===== src/rtl/l1_miss_ctrl.sv =====
`default_nettype none
// ============================================================================
//  Module      : l1_miss_ctrl
//  Description : L1 cache miss controller. Captures a missed lookup, writes
//                back a dirty victim beat by beat, reads the new line from
//                memory, assembles it and issues a single-cycle refill.
//  Revision    : 1.0 - initial release
// ============================================================================
module l1_miss_ctrl #(
    parameter int WAY_NUM    = 4,
    parameter int IDX_WIDTH  = 6,
    parameter int LINE_WIDTH = 256,
    parameter int BEAT_WIDTH = 32,
    parameter int ADDR_WIDTH = 32,
    localparam int BEATS     = LINE_WIDTH / BEAT_WIDTH,
    localparam int OFFS      = $clog2(LINE_WIDTH / 8),
    localparam int TAG_WIDTH = ADDR_WIDTH - IDX_WIDTH - OFFS
) (
    input  logic                  clk,
    input  logic                  rst_n,
    // analyze-stage lookup result
    input  logic                  an_val,
    input  logic                  an_hit,
    input  logic                  an_evict_val,
    input  logic                  an_evict_dirty,
    input  logic [WAY_NUM-1:0]    an_way_vect,
    input  logic [IDX_WIDTH-1:0]  an_idx,
    input  logic [TAG_WIDTH-1:0]  an_tag,
    input  logic [TAG_WIDTH-1:0]  an_evict_tag,
    input  logic [LINE_WIDTH-1:0] an_evict_data,
    output logic                  busy,
    // memory request channel
    output logic                  mem_req_val,
    input  logic                  mem_req_ack,
    output logic                  mem_req_cop,
    output logic [ADDR_WIDTH-1:0] mem_req_addr,
    output logic [BEAT_WIDTH-1:0] mem_req_wdata,
    // memory response channel
    input  logic                  mem_resp_val,
    input  logic [BEAT_WIDTH-1:0] mem_resp_data,
    // refill write to tag/data arrays
    output logic                  refill_val,
    output logic [IDX_WIDTH-1:0]  refill_idx,
    output logic [WAY_NUM-1:0]    refill_way_vect,
    output logic [TAG_WIDTH-1:0]  refill_tag,
    output logic [LINE_WIDTH-1:0] refill_data
);

    localparam int CNT_W = (BEATS > 1) ? $clog2(BEATS) : 1;
    localparam logic [CNT_W-1:0]      LAST_BEAT  = CNT_W'(BEATS - 1);
    localparam logic [ADDR_WIDTH-1:0] BEAT_BYTES = ADDR_WIDTH'(BEAT_WIDTH / 8);

    localparam logic [2:0] S_IDLE    = 3'd0;
    localparam logic [2:0] S_WB      = 3'd1;
    localparam logic [2:0] S_RD_REQ  = 3'd2;
    localparam logic [2:0] S_RD_DATA = 3'd3;
    localparam logic [2:0] S_FILL    = 3'd4;

    logic [2:0]            r_state;
    logic [CNT_W-1:0]      r_beat;
    logic [IDX_WIDTH-1:0]  r_idx;
    logic [TAG_WIDTH-1:0]  r_tag;
    logic [WAY_NUM-1:0]    r_way_vect;
    logic [TAG_WIDTH-1:0]  r_evict_tag;
    logic [LINE_WIDTH-1:0] r_evict_data;
    logic [LINE_WIDTH-1:0] r_line;

    logic                  w_capture;
    logic                  w_last_beat;
    logic [ADDR_WIDTH-1:0] w_wb_addr;
    logic [ADDR_WIDTH-1:0] w_rd_addr;

    // Only an idle controller accepts a miss; lookups while busy are dropped.
    assign w_capture   = (r_state == S_IDLE) && an_val && !an_hit;
    assign w_last_beat = (r_beat == LAST_BEAT);

    // Main FSM and beat counter; the counter wraps naturally after the last beat.
    always_ff @(posedge clk or negedge rst_n) begin
        if (!rst_n) begin
            r_state <= S_IDLE;
            r_beat  <= '0;
        end else begin
            case (r_state)
                S_IDLE: begin
                    if (w_capture)
                        r_state <= (an_evict_val && an_evict_dirty) ? S_WB : S_RD_REQ;
                end
                S_WB: begin
                    if (mem_req_ack) begin
                        r_beat <= r_beat + CNT_W'(1);
                        if (w_last_beat)
                            r_state <= S_RD_REQ;
                    end
                end
                S_RD_REQ: begin
                    if (mem_req_ack)
                        r_state <= S_RD_DATA;
                end
                S_RD_DATA: begin
                    if (mem_resp_val) begin
                        r_beat <= r_beat + CNT_W'(1);
                        if (w_last_beat)
                            r_state <= S_FILL;
                    end
                end
                S_FILL:  r_state <= S_IDLE;
                default: r_state <= S_IDLE;
            endcase
        end
    end

    // Miss context capture and line assembly; pure datapath, no reset needed.
    always_ff @(posedge clk) begin
        if (w_capture) begin
            r_idx        <= an_idx;
            r_tag        <= an_tag;
            r_way_vect   <= an_way_vect;
            r_evict_tag  <= an_evict_tag;
            r_evict_data <= an_evict_data;
        end
        if ((r_state == S_RD_DATA) && mem_resp_val)
            r_line[int'(r_beat) * BEAT_WIDTH +: BEAT_WIDTH] <= mem_resp_data;
    end

    // Request fields derive only from state and captured registers, so they
    // stay stable for as long as the memory withholds the ack.
    assign w_wb_addr = {r_evict_tag, r_idx, {OFFS{1'b0}}} + (ADDR_WIDTH'(r_beat) * BEAT_BYTES);
    assign w_rd_addr = {r_tag, r_idx, {OFFS{1'b0}}};

    assign busy          = (r_state != S_IDLE);
    assign mem_req_val   = (r_state == S_WB) || (r_state == S_RD_REQ);
    assign mem_req_cop   = (r_state == S_WB);
    assign mem_req_addr  = mem_req_cop ? w_wb_addr : w_rd_addr;
    assign mem_req_wdata = r_evict_data[int'(r_beat) * BEAT_WIDTH +: BEAT_WIDTH];

    assign refill_val      = (r_state == S_FILL);
    assign refill_idx      = r_idx;
    assign refill_way_vect = r_way_vect;
    assign refill_tag      = r_tag;
    assign refill_data     = r_line;

endmodule
`default_nettype wire


===== config.mk =====
export PLATFORM = sky130hd
export DESIGN_NAME = l1_miss_ctrl
export DESIGN_NICKNAME = d
export VERILOG_FILES = /design/src/rtl/l1_miss_ctrl.sv
export SDC_FILE = /design/constraint.sdc
export NUM_CORES = 1
export LEC_CHECK = 0
export CAP_MARGIN = 20
export CORE_MARGIN = 3
export CORE_UTILIZATION = 28
export CTS_BUF_LIST = sky130_fd_sc_hd__clkbuf_8
export CTS_CLUSTER_DIAMETER = 30
export DETAILED_ROUTE_END_ITERATION = 8
export GPL_ROUTABILITY_DRIVEN = 0
export PLACE_DENSITY = 0.59
export SLEW_MARGIN = 20
export SYNTH_ARGS = -nofsm -noshare
export SYNTH_HDL_FRONTEND = slang
export SYNTH_SLANG_ARGS = --single-unit

===== constraint.sdc =====
create_clock -name clk -period 68.5 [get_ports clk]
set_clock_uncertainty 0.1 [all_clocks]
set_input_delay 10.275 -clock clk [delete_from_list [all_inputs] [get_ports clk]]
set_output_delay 10.275 -clock clk [all_outputs]
set_load 0.05 [all_outputs]

==> results.cfg <==
[sta]
slew_viol_final = 0
slew-limit-headroom_pct = 28.8
setup-tns-final_ns = 0
worst_slew_pin_slew_ns = 1.07
post-route-period-util_pct = 20.9
setup_viol = 0
whs_ns = 0.575
hold_viol = 0
setup_ws_ns = 54.15
grt_setup_unrepaired = false
fmax_ghz = 0.0697
fin_crit_ns = 14.35

[cells_and_area]
area_growth_pct = 49.1
layout.nets = 2332
fin_area_sq_um = 31900
layout-drive-gt1-share_pct = 14.8
layout.cells.non_filler = 3050
final_common_cell = clkdlybuf4s50_1
utilization_pct = 42.5
final_cell_mix = clkdlybuf4s50_1, edfxtp_1, nor2_1, nand2_1, clkbuf_8

[yosys]
async_flop_share_pct = 1.05
synthDistinctLibCells = 42
syn_avg_cell_area_sq_um = 17.7
yosys_warnings = 0
synth-edff-count = 564
synthesis.area_sq_um = 21400
synth-seq-cells = 570
ys.flop_type = edfxtp_1
ys_seq_area_share_pct = 79.8
postSynthCellCount = 1208

[critical_path]
ff2ff_path_depth = 6
cp-end-kind = output pin
r2r_start = r_state[1]
cp-start-kind = register
cp-startpoint = r_beat[0]
r2r_setup_slack_ns = 63.11
arrival_ns = 3.97
critPathCapture = mem_req_wdata[14]
worst-setup-path-type = reg -> out
cp.required_ns = 58.12
crit_fanout = 39
reg2reg_to = r_evict_data[244]

[global_routing]
overflow = 0
track_usage_pct = 16.9
grt_pass1_wl_mm = 97.2
grt_pass1_vias = 14458
antenna_found_initial = 14
grt_max_degree = 84

[cts]
postCtsSetupBuffers = 0
clockRootBuffer = clkbuf_8
clk_latency_ns = 0.70
clock_path_buffers = 3
clock-sinks = 570
cts_tree = done
cts_max_level = 3
clk_pin_slew_ns = 0.06
cts-buffers-inserted = 115
cts_resized = 0
ctsHoldBuffers = 0

[place]
port_buffers = 700
placed_cells = 2828
place_ws_ns = 53.50
dp_hpwl_mm = 50.6
place_area_sq_um = 29400

[die]
rows = 100
pin_count = 703
die_h_microns = 283
die_w_microns = 283
start_util_pct = 28.5
core_area_sq_um = 75100
die-area_sq_um = 79800

[power_and_ir_drop]
p_clk_share_pct = 29.6
p_int_mw = 0.775
power_frac_comb_pct = 34.8
swShare_pct = 37.4
leakage_nw = 10.9
irDropWorstVdd_mv = 0.0223
p_sw_mw = 0.463
p_seq_share_pct = 35.6
power_density_nw_per_um2 = 38.8
p_total_mw = 1.24

[detailed_routing]
drt_iter0_drc = 1013
ant_nets = 0
vias = 13515
avgViaCountPerCell = 4.43
drtPass1Iterations = 5
routed_wl_mm = 69.6
wire_per_inst_microns = 22.8
drc = 0

[min_path]
hold_path.class = reg -> reg

[flow_run]
maxCapViolCount = 0

[run_status]
status = finished, final reports clean
[per-layer routing]
layer | vias to the layer above | global-route usage [%] | wire [microns]
li1 | 6044 | - | -
met1 | 6562 | 17.5 | 23800
met2 | 755 | 31.3 | 36600
met3 | 148 | 5.88 | 6980
met4 | 6 | 6.59 | 2160
met5 | - | 0 | 47
[registers in the layout, summed over array words and instances, names as in the netlist]
name and flops:
r_evict_tag 21, r_evict_data 256, refill_way_vect 4, r_beat 3, r_state 3, refill_idx 6
refill_data 256, refill_tag 21
[synthesized netlist by cell type, drive strengths merged, types with 2 or more instances]
cell type  count  area [sq um]
nor3           7          46.3
buf           54           373
xnor2          2          17.5
nand2b        33           206
or2            2          12.5
clkbuf        18          70.1
ha             7          87.6
nor2b          2          12.5
edfxtp       564         16900
and2          33           206
inv            2          7.51
mux4          64          1440
dfrtp          6           150
or4b           2          20.0
or3b           2          17.5
o31ai          2          15.0
mux2          23           259
nor3b          3          22.5
a21oi          2          10.0
nor2         234           903
nand2        133           499
[worst min path at each step]
stage	from	endpoint	slack, ns	depth (start not counted)
6_report	r_state[2]	r_state[1]	0.58	3
5_1_grt	r_state[2]	r_state[1]	0.63	3
4_1_cts	r_state[2]	r_state[1]	0.57	3
3_5_place_dp	r_state[2]	r_state[1]	0.56	3
3_3_place_gp	r_state[2]	r_state[1]	0.53	3
2_1_floorplan	r_state[2]	r_state[1]	0.48	3
[worst max-delay path, cell delays in order, from the launching register on]
cell	delay, ns
dfrtp_4	0.86
buf_4	0.74
mux4_2	0.59
nand2_1	0.08
nand2_1	0.07
clkdlybuf4s50_1	0.83
[power by group through the flow]
stage / Clock, mW / Sequential, mW / Combinational, mW
2_1_floorplan: 0 / 0.482 / 0.255
3_3_place_gp: 0 / 0.448 / 0.437
3_5_place_dp: 0 / 0.449 / 0.440
4_1_cts: 0.377 / 0.442 / 0.441
5_1_grt: 0.393 / 0.444 / 0.459
6_report: 0.366 / 0.441 / 0.431
[final cells by class]
type | instances | area [sq um]
Timing Repair Buffer | 723 | 7190
Clock buffer | 115 | 1580
Inverter | 3 | 11.3
Clock inverter | 96 | 877
Multi-Input combinational cell | 564 | 3930
Tap cell | 969 | 1210
Sequential cell | 570 | 17100
Antenna cell | 10 | 25.0
Fill cell | 6671 | 43200
[kinds of logic (layout without fill, tap and decap cells)]
family	after synthesis	count (layout)	share of synthesized area, %
AO/OA/AOI/OAI	9	9	0.304
XOR/XNOR	2	2	0.0818
adder cells (fa/ha/maj)	7	7	0.409
buffers and inverters	75	937	2.12
flip-flops	570	570	79.8
multiplexers	88	88	7.99
other	1	12	0.0175
AND/OR/NAND/NOR	456	456	9.26
(Power assumes the default switching activity.)
